===== src/rtl/frm_seq_ctrl.sv =====
// -----------------------------------------------------------------------------
// frm_seq_ctrl -- frame sequencer controller
//
// Sequences a downstream frame converter through runs of frames. A run starts
// on sw_start, enables the converter (blk_en) for one frame at a time, and
// inserts a programmable idle gap between frames. A run ends after
// cfg_nr_frames frames (single-shot mode) or on sw_stop (continuous mode).
// An optional stall watchdog moves the sequencer to an error state when the
// monitored frame interface makes no progress for cfg_tmo cycles.
//
// Optional feature macro: FRM_SEQ_TMO_EN
//   defined   : stall counter, ERR state and sticky sts_tmo_err are built.
//   undefined : no stall counter, ERR unreachable, sts_tmo_err tied to 0,
//               cfg_tmo ignored.
//
// Ports
//   clk, rst_n          clock (rising edge) / asynchronous active-low reset
//   sw_start, sw_stop   software start / stop request pulses
//   cfg_continuous      1 = run until stopped, 0 = run cfg_nr_frames frames
//   cfg_nr_frames       frames per run (0 behaves as 1)
//   cfg_gap             idle cycles between frames (GAP_W bits)
//   cfg_tmo             stall limit in cycles, 0 = no timeout (TMO_W bits)
//   mon_frm_val/rdy/eof monitored frame interface valid / ready / end-of-frame
//   blk_en              converter enable, high only while a frame may run
//   sts_busy            high whenever the sequencer is not idle
//   sts_frm_cnt         frames completed in the current run (wraps at 256)
//   sts_tmo_err         sticky stall-timeout error
//   irq_frm_done        one-cycle pulse per completed frame
// -----------------------------------------------------------------------------
module frm_seq_ctrl #(
    parameter int GAP_W = 16,
    parameter int TMO_W = 24
) (
    input  logic             clk,
    input  logic             rst_n,
    input  logic             sw_start,
    input  logic             sw_stop,
    input  logic             cfg_continuous,
    input  logic [7:0]       cfg_nr_frames,
    input  logic [GAP_W-1:0] cfg_gap,
    input  logic [TMO_W-1:0] cfg_tmo,
    input  logic             mon_frm_val,
    input  logic             mon_frm_rdy,
    input  logic             mon_frm_eof,
    output logic             blk_en,
    output logic             sts_busy,
    output logic [7:0]       sts_frm_cnt,
    output logic             sts_tmo_err,
    output logic             irq_frm_done
);

    typedef enum logic [2:0] {
        S_IDLE = 3'd0,
        S_ARM  = 3'd1,
        S_RUN  = 3'd2,
        S_GAP  = 3'd3,
        S_ERR  = 3'd4
    } state_t;

    state_t           state;
    state_t           state_nxt;

    logic             hs;
    logic             eof_hs;
    logic             stop_lat;
    logic             stop_req;
    logic [7:0]       nr_eff;
    logic [7:0]       cnt_inc;
    logic             last_frm;
    logic [GAP_W-1:0] gap_cnt;
    logic             tmo_hit;

    assign hs      = mon_frm_val & mon_frm_rdy;
    assign eof_hs  = hs & mon_frm_eof;

    // A stop seen in the same cycle as the final handshake counts as well as
    // one latched earlier in the frame.
    assign stop_req = stop_lat | sw_stop;

    assign nr_eff   = (cfg_nr_frames == 8'd0) ? 8'd1 : cfg_nr_frames;
    assign cnt_inc  = sts_frm_cnt + 8'd1;
    assign last_frm = !cfg_continuous && (cnt_inc == nr_eff);

`ifdef FRM_SEQ_TMO_EN
    logic [TMO_W-1:0] stall_cnt;
    logic [TMO_W-1:0] stall_inc;

    assign stall_inc = (&stall_cnt) ? stall_cnt : stall_cnt + 1'b1;

    // Fire on the cycle whose increment would reach the limit, so blk_en is
    // high for exactly cfg_tmo stalled cycles. A handshake clears the count
    // instead, which also gives eof_hs priority over the timeout.
    assign tmo_hit = (cfg_tmo != '0) && !hs && (stall_inc >= cfg_tmo);

    // Held at zero outside RUN, so every entry to RUN starts from zero.
    always_ff @(posedge clk or negedge rst_n) begin
        if (!rst_n) begin
            stall_cnt <= '0;
        end else if (state != S_RUN || hs) begin
            stall_cnt <= '0;
        end else begin
            stall_cnt <= stall_inc;
        end
    end

    always_ff @(posedge clk or negedge rst_n) begin
        if (!rst_n) begin
            sts_tmo_err <= 1'b0;
        end else begin
            sts_tmo_err <= (state_nxt == S_ERR);
        end
    end
`else
    logic unused_tmo;

    assign unused_tmo  = ^cfg_tmo;
    assign tmo_hit     = 1'b0;
    assign sts_tmo_err = 1'b0;
`endif

    // ------------------------------------------------------------------
    // State register
    // ------------------------------------------------------------------
    always_ff @(posedge clk or negedge rst_n) begin
        if (!rst_n) begin
            state <= S_IDLE;
        end else begin
            state <= state_nxt;
        end
    end

    // ------------------------------------------------------------------
    // Next-state logic
    // ------------------------------------------------------------------
    always_comb begin
        state_nxt = state;
        case (state)
            S_IDLE: begin
                // start together with stop is treated as no request
                if (sw_start && !sw_stop) begin
                    state_nxt = S_ARM;
                end
            end
            S_ARM: begin
                // single cycle with blk_en low guarantees a clean rising edge
                state_nxt = sw_stop ? S_IDLE : S_RUN;
            end
            S_RUN: begin
                if (eof_hs) begin
                    state_nxt = (stop_req || last_frm) ? S_IDLE : S_GAP;
                end else if (tmo_hit) begin
                    state_nxt = S_ERR;
                end
            end
            S_GAP: begin
                if (stop_req) begin
                    state_nxt = S_IDLE;
                end else if (gap_cnt == '0) begin
                    state_nxt = S_RUN;
                end
            end
            S_ERR: begin
                if (sw_stop) begin
                    state_nxt = S_IDLE;
                end
            end
            default: state_nxt = S_IDLE;
        endcase
    end

    // ------------------------------------------------------------------
    // Gap counter: loaded on entry to GAP, counts down to zero. GAP always
    // lasts cfg_gap + 1 cycles, so blk_en drops for at least one cycle.
    // ------------------------------------------------------------------
    always_ff @(posedge clk or negedge rst_n) begin
        if (!rst_n) begin
            gap_cnt <= '0;
        end else if (state != S_GAP && state_nxt == S_GAP) begin
            gap_cnt <= cfg_gap;
        end else if (state == S_GAP && gap_cnt != '0) begin
            gap_cnt <= gap_cnt - 1'b1;
        end
    end

    // ------------------------------------------------------------------
    // Stop latch: remembers a stop request until the current frame ends.
    // Held clear while idle, which also clears it for each new run.
    // ------------------------------------------------------------------
    always_ff @(posedge clk or negedge rst_n) begin
        if (!rst_n) begin
            stop_lat <= 1'b0;
        end else if (state == S_IDLE) begin
            stop_lat <= 1'b0;
        end else if (sw_stop) begin
            stop_lat <= 1'b1;
        end
    end

    // ------------------------------------------------------------------
    // Frame counter and completion interrupt
    // ------------------------------------------------------------------
    always_ff @(posedge clk or negedge rst_n) begin
        if (!rst_n) begin
            sts_frm_cnt  <= 8'd0;
            irq_frm_done <= 1'b0;
        end else begin
            irq_frm_done <= (state == S_RUN) && eof_hs;
            if (state == S_IDLE && state_nxt == S_ARM) begin
                sts_frm_cnt <= 8'd0;
            end else if (state == S_RUN && eof_hs) begin
                sts_frm_cnt <= cnt_inc;
            end
        end
    end

    // ------------------------------------------------------------------
    // Registered status outputs, decoded from the next state so that they
    // line up exactly with the state register.
    // ------------------------------------------------------------------
    always_ff @(posedge clk or negedge rst_n) begin
        if (!rst_n) begin
            blk_en   <= 1'b0;
            sts_busy <= 1'b0;
        end else begin
            blk_en   <= (state_nxt == S_RUN);
            sts_busy <= (state_nxt != S_IDLE);
        end
    end

endmodule


===== config.mk =====
export PLATFORM = sky130hd
export DESIGN_NAME = frm_seq_ctrl
export DESIGN_NICKNAME = d
export VERILOG_FILES = /design/src/rtl/frm_seq_ctrl.sv
export SDC_FILE = /design/constraint.sdc
export NUM_CORES = 1
export LEC_CHECK = 0
export ABC_AREA = 1
export BUFFER_PORTS_ARGS = -buffer_cell sky130_fd_sc_hd__buf_2
export CAP_MARGIN = 40
export CORE_MARGIN = 3
export CORE_UTILIZATION = 42
export DETAILED_ROUTE_END_ITERATION = 10
export GPL_TIMING_DRIVEN = 0
export HOLD_SLACK_MARGIN = 0.05
export PLACE_DENSITY = 0.68
export SLEW_MARGIN = 20
export SYNTH_ARGS = -nofsm -noshare
export SYNTH_HDL_FRONTEND = slang
export SYNTH_SLANG_ARGS = --single-unit

===== constraint.sdc =====
create_clock -name clk -period 2.2 [get_ports clk]
set_input_delay 0.33 -clock clk [delete_from_list [all_inputs] [get_ports clk]]
set_output_delay 0.33 -clock clk [all_outputs]
set_load 0.01 [all_outputs]

==> reports/results.txt <==
Entering global routing, the biggest net connects 32 pins. The kind of path behind the tightest hold check was input port to asynchronous set/reset pin. The kind of critical path is flop to flop.

The number of nets handed over by synthesis was 354. The number of I/O port buffers came out at 42. Power density relative to cell area: 895 nW/um^2. Setup repair after global routing could not meet its margin everywhere. The floorplan has 24 rows. The first global-routing pass estimated 8.65 mm of wire.

The synthesized design contains 31 register bits. The number of slew-limit violations in the final report was 0. The analysis attributes to cell leakage a power of 1.29 nW. Based on the critical path, the design can be clocked at up to 489 MHz. On the critical path, the stage with the largest delay is an instance of sky130_fd_sc_hd__dfrtp_1. Before antenna repair, the detailed router went through 4 iterations.

By instance count, the cell type seen most on the critical path is sky130_fd_sc_hd__nand3_1. For this run, the share of the core covered by cells in the final layout is 54.7%. For the final routed database, the setup TNS stands at 0 ns. The clock transition at the registers of the reported paths was 0.06 ns.

After detailed routing, the average wire length per cell comes to 12.4 um. The signal on the critical path passes through inv_1 > ha_1 > nand3_1 > nor3_2 > nand2_1 > nand2_1 > buf_4 > buf_2 > nand3_1 > nand3_1. The critical-path maximum fanout came out at 10.

Summing the sequential cell areas from Yosys gives 37.6% of the chip area. The tools report the reg-to-reg critical path startpoint as gap_cnt[0]. Endpoint of the worst-slack reg-to-reg timing path: gap_cnt[9]. For the area of the core region, the log shows 4530 um^2.

The worst max-slew margin expressed relative to the limit is 52.1%. STA classifies the critical path endpoint as a flop. The clock passes through at most 2 buffers. The via count of the first global-routing pass was 1,865. The path length in cells of the critical path is 10, and the total standard cell area after synthesis is 2060 um^2. The flow ran to the end, and the final reports show no timing, DRC or antenna violations. The number of buffers inserted by hold repair at cts is 0.

Data on the critical path is required at its endpoint by 2.42 ns. The count of buffering cells on the critical path with inverters included is 3. The number of antenna diodes in the final layout is 0. On the final layout, the worst hold slack is 0.0952 ns.

The share of synthesized area in the top cell type comes to 37.6%. The minimum setup slack among reg-to-reg paths came out at 0.15 ns. The layout cell share with drive strength beyond 1 is 20.0%, and the total die area is 5790 um^2. The part of the cycle the worst path needs is 93.0%, and the final setup skew is 0.00594 ns. The count of nets left with antenna violations once routing finished came out at 0. Overall power consumption after layout is estimated at 2.22 mW.

The cell count after synthesis was 296. Ranked by total cell area, the synthesized netlist is headed by sky130_fd_sc_hd__dfrtp_1 (38%), sky130_fd_sc_hd__nand3_1 (16%), sky130_fd_sc_hd__nand2_1 (13%), sky130_fd_sc_hd__inv_1 (6.4%), sky130_fd_sc_hd__nor2_1 (5.1%). The unique cell type count in the Yosys netlist came out at 30.

The via count was 2,081. Summed over all instances, the cell type with the most area after synthesis is sky130_fd_sc_hd__dfrtp_1. The clock net in this run drives a total of 31 sinks. From synthesis to final layout, the design area changed by 20.3%.

The cell sitting at the root of the clock tree is a sky130_fd_sc_hd__clkbuf_8. During I/O placement, the number of pins put on the boundary was 68. The routed design has 5.13 mm of wire.

For the total number of nets in the final design, the log shows 407. The summed area of non-filler cells in the final layout was 2480 um^2; the post-synthesis area per instance was 6.97 um^2. The number of synthesis warnings is 0, and the global-route total usage across every layer is 18.6%.

For the starting density of the core, the log shows 45.5%. The kind of start point of the critical path was a flop. The clock reaches the later pin of the worst-skew pair after 0.29 ns. Dividing the detail-routed via count by the number of cells gives 5.01. After detailed placement, the total cell area comes to 2350 um^2. The cell family contributing the most delay on the critical path is simple AND/OR/NAND/NOR gates.

For the worst supply voltage drop on vdd, the log shows 453 uV. The detailed-placement wirelength estimate is 3.77 mm, and the cell depth of the worst flop-to-flop path is 10. The initial antenna violation count is 0. Worst-margin pin slew: 0.719 ns. TritonCTS built the clock tree. Routability-driven placement finished with a final weighted congestion of 0.869. The run gives 0 as the detailed-route DRC error count. Max-cap violations in this run came to 0. The die is 76.1 um tall. For the count of final setup violators, the log shows 0.

In this design, the stage delay of the slowest critical-path cell is 0.42 ns. The number of clock buffers added by TritonCTS is 5. The minimum clock period is 2.05 ns, and the width of the die is 76.1 um. For the global-route congestion overflow total, the log shows 0. For the critical path data arrival time, the log shows 2.27 ns.

For this block, the initial DRC count from the detailed router was 178. The number of failing hold endpoints at the final stage is 0, and the number of levels the H-tree was split into is 2.
timing repair:
action                     4_1_cts  5_1_grt
setup buffers                    0        5
resized for setup                0        4
setup endpoints to repair        0       19
logic make-up (layout without fill, tap and decap cells):
kind of cell	after synthesis	after routing	synth area share (%)
fa+ha+maj	2	2	1.21
compound gates	20	20	5.40
xor+xnor	11	11	4.67
simple gates	187	187	41.5
buf+inv	44	98	9.40
other cells	1	1	0.182
flops	31	31	37.6
synthesized netlist by cell type:
cell and count:
sky130_fd_sc_hd__buf_2 2, sky130_fd_sc_hd__a21oi_1 5, sky130_fd_sc_hd__a2111oi_0 1, sky130_fd_sc_hd__nor3_1 6
sky130_fd_sc_hd__conb_1 1, sky130_fd_sc_hd__xnor2_1 3, sky130_fd_sc_hd__nand3_1 66, sky130_fd_sc_hd__nand2_1 74
sky130_fd_sc_hd__and2_1 1, sky130_fd_sc_hd__buf_4 3, sky130_fd_sc_hd__ha_1 2, sky130_fd_sc_hd__nor2_1 28
sky130_fd_sc_hd__nand3b_1 2, sky130_fd_sc_hd__o21ai_0 11, sky130_fd_sc_hd__o21ai_2 1, sky130_fd_sc_hd__nand4_1 4
sky130_fd_sc_hd__nand2_4 1, sky130_fd_sc_hd__nor3_4 1, sky130_fd_sc_hd__nor4_4 1, sky130_fd_sc_hd__nor4_1 1
sky130_fd_sc_hd__nor2_2 1, sky130_fd_sc_hd__inv_1 35, sky130_fd_sc_hd__inv_2 1, sky130_fd_sc_hd__clkbuf_1 1
sky130_fd_sc_hd__o21bai_1 1, sky130_fd_sc_hd__dfrtp_1 31, sky130_fd_sc_hd__buf_6 2, sky130_fd_sc_hd__or2_2 1
sky130_fd_sc_hd__o22ai_1 1, sky130_fd_sc_hd__xor2_1 8
how the worst max path moves through the flow:
stage / startpoint / to / slack (ns)
6_report: gap_cnt[0] / gap_cnt[9] / 0.15
5_1_grt: sts_frm_cnt[0] / gap_cnt[9] / -0.04
4_1_cts: gap_cnt[0] / gap_cnt[9] / 0.05
3_5_place_dp: gap_cnt[0] / gap_cnt[9] / 0.07
3_3_place_gp: gap_cnt[0] / gap_cnt[14] / 0.07
2_1_floorplan: sts_frm_cnt[0] / gap_cnt[2] / 0.40
per-stage QoR:
step | instances | setup slack (ns)
6_report | 415 | 0.155
5_1_grt | 415 | -0.0376
4_1_cts | 411 | 0.0503
3_5_place_dp | 403 | 0.0698
3_3_place_gp | 403 | 0.0747
2_1_floorplan | 296 | 0.399
power by group:
part | switching, mW | internal [mW] | total [mW]
clock network | 0.219 | 0.222 | 0.440
registers | 0.217 | 0.766 | 0.983
logic | 0.449 | 0.348 | 0.797
total | 0.884 | 1.34 | 2.22
cells in the final DEF, fill, tap and decap left out, types with 2 or more instances in the layout:
cell / n
sky130_fd_sc_hd__inv_1: 35
sky130_fd_sc_hd__nand3_1: 66
sky130_fd_sc_hd__dfrtp_1: 31
sky130_fd_sc_hd__nor2_1: 28
sky130_fd_sc_hd__nand3b_1: 2
sky130_fd_sc_hd__o21ai_0: 11
sky130_fd_sc_hd__buf_6: 2
sky130_fd_sc_hd__clkbuf_1: 2
sky130_fd_sc_hd__clkbuf_8: 5
sky130_fd_sc_hd__nor3_1: 5
sky130_fd_sc_hd__buf_4: 8
sky130_fd_sc_hd__xor2_1: 8
sky130_fd_sc_hd__nand2_1: 73
sky130_fd_sc_hd__xnor2_1: 3
sky130_fd_sc_hd__buf_2: 43
sky130_fd_sc_hd__nand4_1: 4
sky130_fd_sc_hd__a21oi_1: 5
registers in the layout, summed over array words and instances (netlist names):
| signal | cells |
|---|---|
| sts_frm_cnt | 8 |
| blk_en | 1 |
| state | 3 |
| sts_busy | 1 |
| irq_frm_done | 1 |
| gap_cnt | 16 |
| stop_lat | 1 |
final cells by class:
type                    instances  area (um^2)
inverters                      36          135
repair buffers                 47          248
multi-input cells             221         1100
clock inverters                 1         5.00
well taps                      65         81.3
plain buffers                   7         57.6
fillers                       451         2050
clock buffers                   7         76.3
flip-flops and latches         31          776
metal layers:
metal  part of all wire, %  track usage (%)
met5                     0                0
met4                   1.9             7.43
met1                    46             24.7
met2                    47             29.0
met3                   4.8             4.61
Power figures use the tool's default switching activity.
